### config.mk
export PLATFORM = sky130hd
export DESIGN_NAME = hazard_scoreboard
export DESIGN_NICKNAME = d
export VERILOG_FILES = /design/src/rtl/core_hazard_pkg.sv /design/src/rtl/hazard_sb_regs.sv /design/src/rtl/hazard_scoreboard.sv
export SDC_FILE = /design/constraint.sdc
export NUM_CORES = 1
export LEC_CHECK = 0
export CORE_AREA = 2 2 107 109
export DETAILED_ROUTE_END_ITERATION = 12
export DIE_AREA = 0 0 109 111
export PLACE_DENSITY = 0.51
export SYNTH_ARGS = -nofsm -noshare
export SYNTH_HDL_FRONTEND = slang
export SYNTH_HIERARCHICAL = 1
export SYNTH_SLANG_ARGS = --single-unit
export TNS_END_PERCENT = 10
### constraint.sdc
create_clock -name clk -period 8.55 [get_ports clk]
set_input_delay 2.565 -clock clk [delete_from_list [all_inputs] [get_ports clk]]
set_output_delay 2.565 -clock clk [all_outputs]
set_load 0.02 [all_outputs]
### src/rtl/core_hazard_pkg.sv
// core_hazard_pkg
//   Shared constants for the RV32 hazard logic: forwarding-select codes,
//   ResultSrc encodings, default register-index geometry and the width
//   of the post-reset flush counter. Also holds the forwarding priority
//   helper so every forwarding path resolves M-over-W the same way.
package core_hazard_pkg;

    localparam int REG_AW   = 5;
    localparam int NUM_REGS = 32;
    localparam int RSRC_W   = 3;
    localparam int FLUSH_CW = 4;

    localparam logic [1:0] FWD_REG = 2'b00;
    localparam logic [1:0] FWD_W   = 2'b01;
    localparam logic [1:0] FWD_M   = 2'b10;

    typedef enum logic [2:0] {
        RESULTSRC_ALU  = 3'b000,
        RESULTSRC_LOAD = 3'b001,
        RESULTSRC_PC4  = 3'b010,
        RESULTSRC_IMM  = 3'b011,
        RESULTSRC_MD   = 3'b100
    } resultsrc_e;

    // Memory stage is younger than writeback, so its value wins.
    function automatic logic [1:0] fwd_select(input logic m_hit, input logic w_hit);
        logic [1:0] sel;
        if (m_hit) begin
            sel = FWD_M;
        end else if (w_hit) begin
            sel = FWD_W;
        end else begin
            sel = FWD_REG;
        end
        return sel;
    endfunction

endpackage

### src/rtl/hazard_sb_regs.sv
// hazard_sb_regs
//   Pending-result bit array for the multiply/divide unit. One bit per
//   architectural register; register 0 is never marked.
// Ports:
//   clk, rst            clock, asynchronous active-low reset
//   set_en, set_idx     mark a register as awaiting a mul/div result
//   clr_en, clr_idx     mul/div result written back for this register
//   rdN_idx / rdN_pend  read ports; a bit cleared this cycle reads as 0
//   mask                raw register contents (bit 0 always 0)
module hazard_sb_regs #(
    parameter int NUM_REGS = 32,
    parameter int REG_AW   = 5
) (
    input  logic                clk,
    input  logic                rst,
    input  logic                set_en,
    input  logic [REG_AW-1:0]   set_idx,
    input  logic                clr_en,
    input  logic [REG_AW-1:0]   clr_idx,
    input  logic [REG_AW-1:0]   rd1_idx,
    input  logic [REG_AW-1:0]   rd2_idx,
    input  logic [REG_AW-1:0]   rd3_idx,
    output logic                rd1_pend,
    output logic                rd2_pend,
    output logic                rd3_pend,
    output logic [NUM_REGS-1:0] mask
);
    import core_hazard_pkg::*;

    logic [NUM_REGS-1:0] pend_r;
    logic [NUM_REGS-1:0] pend_next_s;
    logic [NUM_REGS-1:0] set_vec_s;
    logic [NUM_REGS-1:0] clr_vec_s;

    // Decode set/clear strobes; a set in the same cycle as a clear wins.
    always_comb begin
        set_vec_s = {NUM_REGS{1'b0}};
        clr_vec_s = {NUM_REGS{1'b0}};
        for (int i = 1; i < NUM_REGS; i++) begin
            if (set_en && (set_idx == REG_AW'(i))) begin
                set_vec_s[i] = 1'b1;
            end else begin
                set_vec_s[i] = 1'b0;
            end
            if (clr_en && (clr_idx == REG_AW'(i))) begin
                clr_vec_s[i] = 1'b1;
            end else begin
                clr_vec_s[i] = 1'b0;
            end
        end
        pend_next_s = (pend_r | set_vec_s) & ~(clr_vec_s & ~set_vec_s);
    end

    // Pending bit storage.
    always_ff @(posedge clk or negedge rst) begin
        if (!rst) begin
            pend_r <= {NUM_REGS{1'b0}};
        end else begin
            pend_r <= pend_next_s;
        end
    end

    // Bypassed reads: a result landing this cycle no longer blocks decode.
    always_comb begin
        rd1_pend = pend_r[rd1_idx];
        rd2_pend = pend_r[rd2_idx];
        rd3_pend = pend_r[rd3_idx];
        if (clr_en && (clr_idx == rd1_idx)) begin
            rd1_pend = 1'b0;
        end else begin
            rd1_pend = pend_r[rd1_idx];
        end
        if (clr_en && (clr_idx == rd2_idx)) begin
            rd2_pend = 1'b0;
        end else begin
            rd2_pend = pend_r[rd2_idx];
        end
        if (clr_en && (clr_idx == rd3_idx)) begin
            rd3_pend = 1'b0;
        end else begin
            rd3_pend = pend_r[rd3_idx];
        end
    end

    assign mask = pend_r;

endmodule

### src/rtl/hazard_scoreboard.sv
// hazard_scoreboard
//   Hazard unit for the 5-stage RV32 core: load-use interlock, mul/div
//   register scoreboard (RAW/WAW on decode), mul/div structural stall,
//   data-bus wait-state freeze, branch flush, post-reset flush window and
//   EX-stage forwarding selects.
// Ports:
//   clk, rst                        clock, asynchronous active-low reset
//   Rs1D/Rs2D/UsesRs1D/UsesRs2D     decode sources and whether they are read
//   RdD/RegWriteD                   decode destination
//   Rs1E/Rs2E/RdE/ResultSrcE        execute-stage indices and result source
//   PCSrcE, MdIssueE                redirect, mul/div issue in execute
//   RdM/RegWriteM/MemReadyM         memory-stage writeback info, bus ready
//   RdW/RegWriteW/MdDoneW/MdRdW     writeback info, mul/div completion
//   StallF/D/E/M, FlushD/E          pipeline control
//   ForwardAE/BE                    00 regfile, 01 from W, 10 from M
//   MdBusy, PendingMask             mul/div occupancy, scoreboard contents
module hazard_scoreboard #(
    parameter int                               NUM_REGS    = core_hazard_pkg::NUM_REGS,
    parameter int                               REG_AW      = core_hazard_pkg::REG_AW,
    parameter int                               RSRC_W      = core_hazard_pkg::RSRC_W,
    parameter logic [core_hazard_pkg::RSRC_W-1:0] LOAD_SRC  = core_hazard_pkg::RESULTSRC_LOAD,
    parameter int                               RESET_FLUSH = 2
) (
    input  logic                clk,
    input  logic                rst,
    input  logic [REG_AW-1:0]   Rs1D,
    input  logic [REG_AW-1:0]   Rs2D,
    input  logic                UsesRs1D,
    input  logic                UsesRs2D,
    input  logic [REG_AW-1:0]   RdD,
    input  logic                RegWriteD,
    input  logic [REG_AW-1:0]   Rs1E,
    input  logic [REG_AW-1:0]   Rs2E,
    input  logic [REG_AW-1:0]   RdE,
    input  logic [RSRC_W-1:0]   ResultSrcE,
    input  logic                PCSrcE,
    input  logic                MdIssueE,
    input  logic [REG_AW-1:0]   RdM,
    input  logic                RegWriteM,
    input  logic                MemReadyM,
    input  logic [REG_AW-1:0]   RdW,
    input  logic                RegWriteW,
    input  logic                MdDoneW,
    input  logic [REG_AW-1:0]   MdRdW,
    output logic                StallF,
    output logic                StallD,
    output logic                StallE,
    output logic                StallM,
    output logic                FlushD,
    output logic                FlushE,
    output logic [1:0]          ForwardAE,
    output logic [1:0]          ForwardBE,
    output logic                MdBusy,
    output logic [NUM_REGS-1:0] PendingMask
);
    import core_hazard_pkg::*;

    localparam logic [REG_AW-1:0] X0 = {REG_AW{1'b0}};

    logic [FLUSH_CW-1:0] flush_cnt_r;
    logic                md_busy_r;
    logic                win_s;
    logic                pend1_s, pend2_s, pend3_s;
    logic                rawd_s, wawd_s, lwstall_s, mdstall_s, hold_s;
    logic                issue_ok_s, sb_set_s;
    logic                m_hit_a_s, w_hit_a_s, m_hit_b_s, w_hit_b_s;

    hazard_sb_regs #(
        .NUM_REGS (NUM_REGS),
        .REG_AW   (REG_AW)
    ) u_sb (
        .clk      (clk),
        .rst      (rst),
        .set_en   (sb_set_s),
        .set_idx  (RdE),
        .clr_en   (MdDoneW),
        .clr_idx  (MdRdW),
        .rd1_idx  (Rs1D),
        .rd2_idx  (Rs2D),
        .rd3_idx  (RdD),
        .rd1_pend (pend1_s),
        .rd2_pend (pend2_s),
        .rd3_pend (pend3_s),
        .mask     (PendingMask)
    );

    // Hazard terms from decode/execute state.
    always_comb begin
        win_s     = (flush_cnt_r != {FLUSH_CW{1'b0}});
        rawd_s    = (UsesRs1D & pend1_s) | (UsesRs2D & pend2_s);
        wawd_s    = RegWriteD & (RdD != X0) & pend3_s;
        lwstall_s = (ResultSrcE == LOAD_SRC) & (RdE != X0) &
                    ((UsesRs1D & (Rs1D == RdE)) | (UsesRs2D & (Rs2D == RdE)));
        // A completing op frees the unit in time for a waiting issue.
        mdstall_s = MdIssueE & md_busy_r & ~MdDoneW;
        hold_s    = rawd_s | wawd_s | lwstall_s;
    end

    // Stall/flush priority: reset, then bus freeze, then normal hazards.
    always_comb begin
        StallF = 1'b0;
        StallD = 1'b0;
        StallE = 1'b0;
        StallM = 1'b0;
        FlushD = 1'b1;
        FlushE = 1'b1;
        if (!rst) begin
            StallF = 1'b0;
            StallD = 1'b0;
            StallE = 1'b0;
            StallM = 1'b0;
            FlushD = 1'b1;
            FlushE = 1'b1;
        end else if (!MemReadyM) begin
            // Whole pipe holds; a pending redirect is re-seen once E moves.
            StallF = 1'b1;
            StallD = 1'b1;
            StallE = 1'b1;
            StallM = 1'b1;
            FlushD = win_s;
            FlushE = win_s;
        end else begin
            StallF = hold_s | mdstall_s;
            StallD = hold_s | mdstall_s;
            StallE = mdstall_s;
            StallM = 1'b0;
            FlushD = PCSrcE | win_s;
            // When E is held for mul/div the bubble must not overwrite it.
            FlushE = PCSrcE | (hold_s & ~mdstall_s) | win_s;
        end
    end

    // An issue is accepted only if the instruction actually leaves E.
    always_comb begin
        issue_ok_s = MdIssueE & ~StallE & ~FlushE;
        sb_set_s   = issue_ok_s & (RdE != X0);
    end

    // Forwarding selects for both EX operands.
    always_comb begin
        m_hit_a_s = RegWriteM & (RdM == Rs1E) & (Rs1E != X0);
        w_hit_a_s = RegWriteW & (RdW == Rs1E) & (Rs1E != X0);
        m_hit_b_s = RegWriteM & (RdM == Rs2E) & (Rs2E != X0);
        w_hit_b_s = RegWriteW & (RdW == Rs2E) & (Rs2E != X0);
        if (!rst) begin
            ForwardAE = FWD_REG;
            ForwardBE = FWD_REG;
        end else begin
            ForwardAE = fwd_select(m_hit_a_s, w_hit_a_s);
            ForwardBE = fwd_select(m_hit_b_s, w_hit_b_s);
        end
    end

    // Mul/div occupancy; issue wins over a same-cycle completion.
    always_ff @(posedge clk or negedge rst) begin
        if (!rst) begin
            md_busy_r <= 1'b0;
        end else if (issue_ok_s) begin
            md_busy_r <= 1'b1;
        end else if (MdDoneW) begin
            md_busy_r <= 1'b0;
        end else begin
            md_busy_r <= md_busy_r;
        end
    end

    // Post-reset flush window counter.
    always_ff @(posedge clk or negedge rst) begin
        if (!rst) begin
            flush_cnt_r <= FLUSH_CW'(RESET_FLUSH);
        end else if (flush_cnt_r != {FLUSH_CW{1'b0}}) begin
            flush_cnt_r <= flush_cnt_r - {{(FLUSH_CW-1){1'b0}}, 1'b1};
        end else begin
            flush_cnt_r <= flush_cnt_r;
        end
    end

    assign MdBusy = md_busy_r;

endmodule

==> After elaboration in Yosys (flattened, before gate mapping) <==
Index checks and enable logic that the tools add are counted.
{ "classes": {"n_reduce_logical": 71, "n_mux": 89, "bitwise": 39, "order_cmp": 3, "n_eq_ne": 72, "n_addsub": 1} }
{ "op_table": {"columns": ["operator", "n"], "rows": [
  ["equality test 5 bit, second input constant", 32],
  ["two-way mux 1 bit", 82],
  ["equality test 5 x 4 -> 1 bit, second input constant", 16],
  ["logical AND 1 bit", 65],
  ["bitwise AND 32 bit", 2],
  ["NOT 32 bit", 2],
  ["equality test 5 bit", 9],
  ["equality test 5 x 3 -> 1 bit, second input constant", 8],
  ["OR 32 bit", 1],
  ["bitwise AND 1 bit", 22],
  ["equality test 5 x 2 -> 1 bit, second input constant", 4],
  ["nonzero test 5 bit", 4],
  ["less-than comparator 5 x 6 -> 1 bit, second input constant", 3],
  ["binary-select mux 1 bit (select 5 bit)", 3],
  ["equality test 5 x 1 -> 1 bit, second input constant", 2],
  ["two-way mux 2 bit", 4],
  ["OR 1 bit", 8],
  ["NOT 1 bit", 4],
  ["nonzero test 4 bit", 1],
  ["subtractor 4 x 1 -> 4 bit, second input constant", 1],
  ["equality test 3 x 1 -> 1 bit, second input constant", 1],
  ["nonzero test 2 bit", 1]
]} }
{ "word_totals": {"elab_cells": 278, "input_bits": 59, "ff_bits": 37, "output_inout_bits": 43} }

==> Longest topological paths before layout <==
Gate-level depths: netlist of run 1.
{ "depth": {"depth_word": 21, "ltp_mapped": 12, "ltp_nobuf": 11} }

==> By module <==
Netlist of run 1, hierarchy kept.
{ "modules_own_cells": {"columns": ["module", "area_per_inst_um2", "instances", "cells_per_inst", "seq_area_each_um2"], "rows": [
  ["hazard_sb_regs", 2393.5, 1, 236, 775.7],
  ["hazard_scoreboard", 789.5, 1, 96, 126.4]
]} }

==> Worst setup path after synthesis of run 1 <==
OpenSTA, ideal clock, no wires.
{ "synth_path": {"kind": "input to output", "from": "input Rs1D[0]", "to": "output StallF", "n_path_buf": 2, "setup_slack_ns": 1.477, "required_ns": 5.985, "arrival_time_ns": 4.508, "cell_stages": 9, "path_cell_list": "buf_6 > mux4_2 > or3b_1 > o2111ai_1 > o32ai_1 > a22oi_1 > nand2_1 > o31a_2 > buf_4"} }
{ "synth_between": {"elab_chain_cells": 10, "elab_cells_between_ends": 16, "classes_between": "2 x eq/ne; 5 x mux; 8 x bitwise; 1 x reduce/logical"} }
{ "synth_lines": {"columns": ["element", "line_no", "rtl"], "rows": [
  ["from (decl)", "hazard_scoreboard.sv:26", "input logic [REG_AW-1:0] Rs1D,"],
  ["binary-select mux 1 bit (select 5 bit) or equality test 5 bit (tied branches)", null, null],
  ["two-way mux 1 bit (not written as such) or logical AND 1 bit (tied branches)", "hazard_sb_regs.sv:71, hazard_sb_regs.sv:68", null],
  ["two-way mux 1 bit (*)", "hazard_sb_regs.sv:68", "if (clr_en && (clr_idx == rd1_idx)) begin"],
  ["named net pend1_s", "hazard_scoreboard.sv:63", "logic pend1_s, pend2_s, pend3_s;"],
  ["bitwise AND 1 bit (*)", "hazard_scoreboard.sv:90", "rawd_s = (UsesRs1D & pend1_s) | (UsesRs2D & pend2_s);"],
  ["OR 1 bit (*)", "hazard_scoreboard.sv:90", null],
  ["OR 1 bit (*) (2 in series)", "hazard_scoreboard.sv:96", "hold_s = rawd_s | wawd_s | lwstall_s;"],
  ["OR 1 bit (*)", null, null],
  ["two-way mux 1 bit (*) (2 in series)", null, null],
  ["to (decl)", "hazard_scoreboard.sv:45", "output logic StallF,"]
]} }
Mark *: on every way through the listed nets, which the timed path passes. The rest lies on a longest branch. The select of a mux whose other input is x is not followed.

==> Worst setup path after layout of run 1 <==
{ "layout_path": {"from": "input Rs2D[0]", "to": "output StallF"} }
{ "layout_between": {"elab_chain_cells": 10, "elab_cells_between_ends": 16, "classes_between": "2 x eq/ne; 5 x mux; 8 x bitwise; 1 x reduce/logical"} }
{ "layout_lines": {"columns": ["element", "line_no", "rtl"], "rows": [
  ["from (decl)", "hazard_scoreboard.sv:27", "input logic [REG_AW-1:0] Rs2D,"],
  ["binary-select mux 1 bit (select 5 bit) or equality test 5 bit (tied branches)", null, null],
  ["two-way mux 1 bit (not written as such) or logical AND 1 bit (tied branches)", "hazard_sb_regs.sv:76, hazard_sb_regs.sv:73", null],
  ["two-way mux 1 bit (*)", "hazard_sb_regs.sv:73", "if (clr_en && (clr_idx == rd2_idx)) begin"],
  ["named net pend2_s", "hazard_scoreboard.sv:63", null],
  ["bitwise AND 1 bit (*)", "hazard_scoreboard.sv:90", null],
  ["OR 1 bit (*)", "hazard_scoreboard.sv:90", null],
  ["OR 1 bit (*) (2 in series)", "hazard_scoreboard.sv:96", null],
  ["OR 1 bit (*)", "hazard_scoreboard.sv:123", "StallF = hold_s | mdstall_s;"],
  ["two-way mux 1 bit (*)", "hazard_scoreboard.sv:114", "end else if (!MemReadyM) begin"],
  ["two-way mux 1 bit (*)", "hazard_scoreboard.sv:107", "if (!rst) begin"]
]} }
Marked as above.

==> results.yml, run 1 <==
status:
  status: "finished clean"
synthesis:
  avgSynthCellArea_um2: 9.59
  netlist_area_um2: 3180
  synth_warnings: 6
  synthXorXnorAreaFrac_pct: 12.7
  yosysUniqueCellTypes: 51
  seq_area_frac_synth_pct: 28.3
  synth_fa_ha_area_share_pct: 0.786
  ys_seq_elements: 36
  synth_top_family_by_area: "simple AND/OR/NAND/NOR gates"
  synthMuxAreaShare_pct: 17.6
  synth_nets: 393
  netlist.area_leader.share_pct: 27.5
  synth-simple-area-share_pct: 18.2
  synthCells: 332
  synthArstFlopShare_pct: 100
  yosys-top-cells-area: "dfrtp_1 (28%), o21ai_1 (9.7%), xnor2_1 (9.4%)"
  synth-main-ff-cell: "dfrtp_1"
  synth_top_area_cell: "dfrtp_1"
  synth_compound_area_share_pct: 17.7
  synth_edf_count: 0
grt:
  track_usage_pct: 19.3
  grt.overflow.total: 0
  grt_start_max_net_pins: 37
  grt_pass1_wl_mm: 17.7
  grt_pass1_vias: 3173
  antenna_found_initial: 0
cts:
  cts_setup_buffers: 0
  clk_pin_slew_ns: 0.05
  cts_tree: "built"
  cts_max_level: 2
  clk_latency_ns: 0.28
  cts_resized: 0
  root_buffer: "clkbuf_16"
  max-clock-path-buffers: 2
  cts_sinks: 36
  cts_buffers: 5
  cts_hold_buf: 0
placed_design:
  post-place-ws_ns: 0.334
  port_buffers: 100
  place.gp.congestion: 0.836
  place_hpwl_mm: 9.14
layout:
  area_delta_synth_final_pct: 39.9
  diodes: 0
  drive_gt1_share_pct: 8.35
  final_cell_mix: "clkdlybuf4s50_1 (99), o21ai_1 (62), dfrtp_1 (35)"
  fin_util_pct: 40.2
  final_common_cell: "clkdlybuf4s50_1"
  fin_nets: 492
setup_path:
  slowest_stage: "clkdlybuf4s50_1"
  worst-path-buf-inv: 2
  path_max_fanout: 8
  cpLargestDelayFamily: "buffers and inverters"
  r2r_start: "u_sb/mask[28]"
  worst_path_largest_cell_delay_ns: 0.72
  end_kind: "primary output"
  start_kind: "primary input"
  worstPathRequired_ns: 5.99
  crit_start: "Rs2D[0]"
  crit_top_cell: "clkdlybuf4s50_1"
  ff2ff_path_depth: 11
  r2r_end: "u_sb/mask[13]"
  critical_path_arrival_ns: 5.63
  critPathKind: "in -> out"
  path_cells: "clkdlybuf4s50_1, mux4_2, or3b_1, o2111ai_1, o32ai_1, a22oi_1, nand2_1, o31a_2, clkdlybuf4s50_1"
  r2r_slack_ns: 5.22
floorplan:
  die_w_um: 109
  dieArea_um2: 12100
  boundaryPins: 102
  core_area_um2: 11100
  dieHeight_um: 111
  rows: 39
  start_util_pct: 28.7
worst_hold_path:
  hold_path_class: "reg -> reg"
  min_path_cells: 1
  hold_end: "flush_cnt_r[0]"
  worstHoldStart: "flush_cnt_r[0]"
sta:
  finalSetupTns_ns: 0
  fin_crit_ns: 8.19
  hold_violations: 0
  finalClockSkew_ns: 0.00603
  setup_viol: 0
  hold_ws_ns: 0.508
  fmax_mhz: 122
  rsz0062_at_grt: "no"
  slew_headroom_pct: 65.5
  fin_crit_sh_pct: 95.8
  slew_viol_final: 0
  worst_slack_ns: 0.356
  worst_slew_pin_slew_ns: 0.516
route:
  detail-route-antenna-nets: 0
  avgViaCountPerCell: 5.39
  vias: 3095
  drc: 0
  avgRoutedWirePerCell_um: 19.9
  dr.first_iter.drc_count: 308
  dr.pass1.iters: 5
  wirelength_mm: 11.4
pwr:
  power_density_nw_per_um2: 140
  leakage_uw: 0.00168
  irDropWorstVdd_v: 0.000108
run:
  max-cap-violations: 0
-- synth_stat cells, types with 5 or more instances --
cell	count
clkbuf_1	6
o21ai_0	5
xnor2_1	34
xor2_1	12
nand4_1	9
mux4_1	9
nand3_1	11
inv_1	5
nor2b_1	11
nor2_1	11
mux4_2	9
dfrtp_1	35
o21ai_1	62
or3b_1	5
nor4_1	7
o32ai_1	6
nand2_1	24
mux2_1	9
-- power breakdown --
part           leakage (uW)  internal [uW]  switching (uW)
Combinational       0.00112            113             103
Sequential         0.000487            187            31.7
Clock             0.0000760            122            64.5
-- per-stage QoR --
| step | total power (uW) | instances | cell area, um^2 |
|---|---|---|---|
| 2_1_floorplan | 323 | 332 | 3180 |
| 3_3_place_gp | 436 | 567 | 4300 |
| 6_report | 621 | 574 | 4450 |
| 5_1_grt | 646 | 574 | 4450 |
| 3_5_place_dp | 437 | 567 | 4300 |
| 4_1_cts | 624 | 574 | 4450 |
-- how the worst max path moves through the flow --
| stage | cells after the start | to | slack (ns) |
|---|---|---|---|
| 2_1_floorplan | 9 | StallF | 1.48 |
| 3_3_place_gp | 9 | StallD | 0.36 |
| 3_5_place_dp | 9 | StallF | 0.33 |
| 4_1_cts | 9 | StallF | 0.33 |
| 5_1_grt | 9 | StallF | 0.19 |
| 6_report | 9 | StallF | 0.36 |
-- final cells by class --
cell class	instances	area (um^2)
multi-input cells	274	2140
repair buffers	109	1060
fillers	1097	6620
inverters	5	18.8
well taps	143	179
clock buffers	7	153
flip-flops and latches	36	902
-- metal layers --
layer  up-vias  GRT usage (%)  routed length, um
met5         -              0                  0
met3        14           2.41                560
met1      1525           26.6               5040
li1       1451              -                  -
met4         0           4.96                188
met2       105           31.9               5630
-- logic make-up (layout without fill, tap and decap cells) --
family,count (synthesis),in the layout
simple gates,103,103
compound gates,93,93
xor+xnor,46,46
flops,36,36
mux,29,29
buf+inv,22,121
fa+ha+maj,2,2
other cells,1,1
-- flip-flops by register name, indices dropped and copies added, names as in the netlist --
| signal | count |
|---|---|
| u_sb/mask | 31 |
| flush_cnt_r | 4 |
| MdBusy | 1 |
No activity file was read; power rests on OpenSTA's default activity.
==> run 2, diff against run 1 <==
- HOLD_SLACK_MARGIN: not set -> 0.08
==> results of run 2 <==
Same layout as run 1: the final DEF is identical, and so are final timing and power.
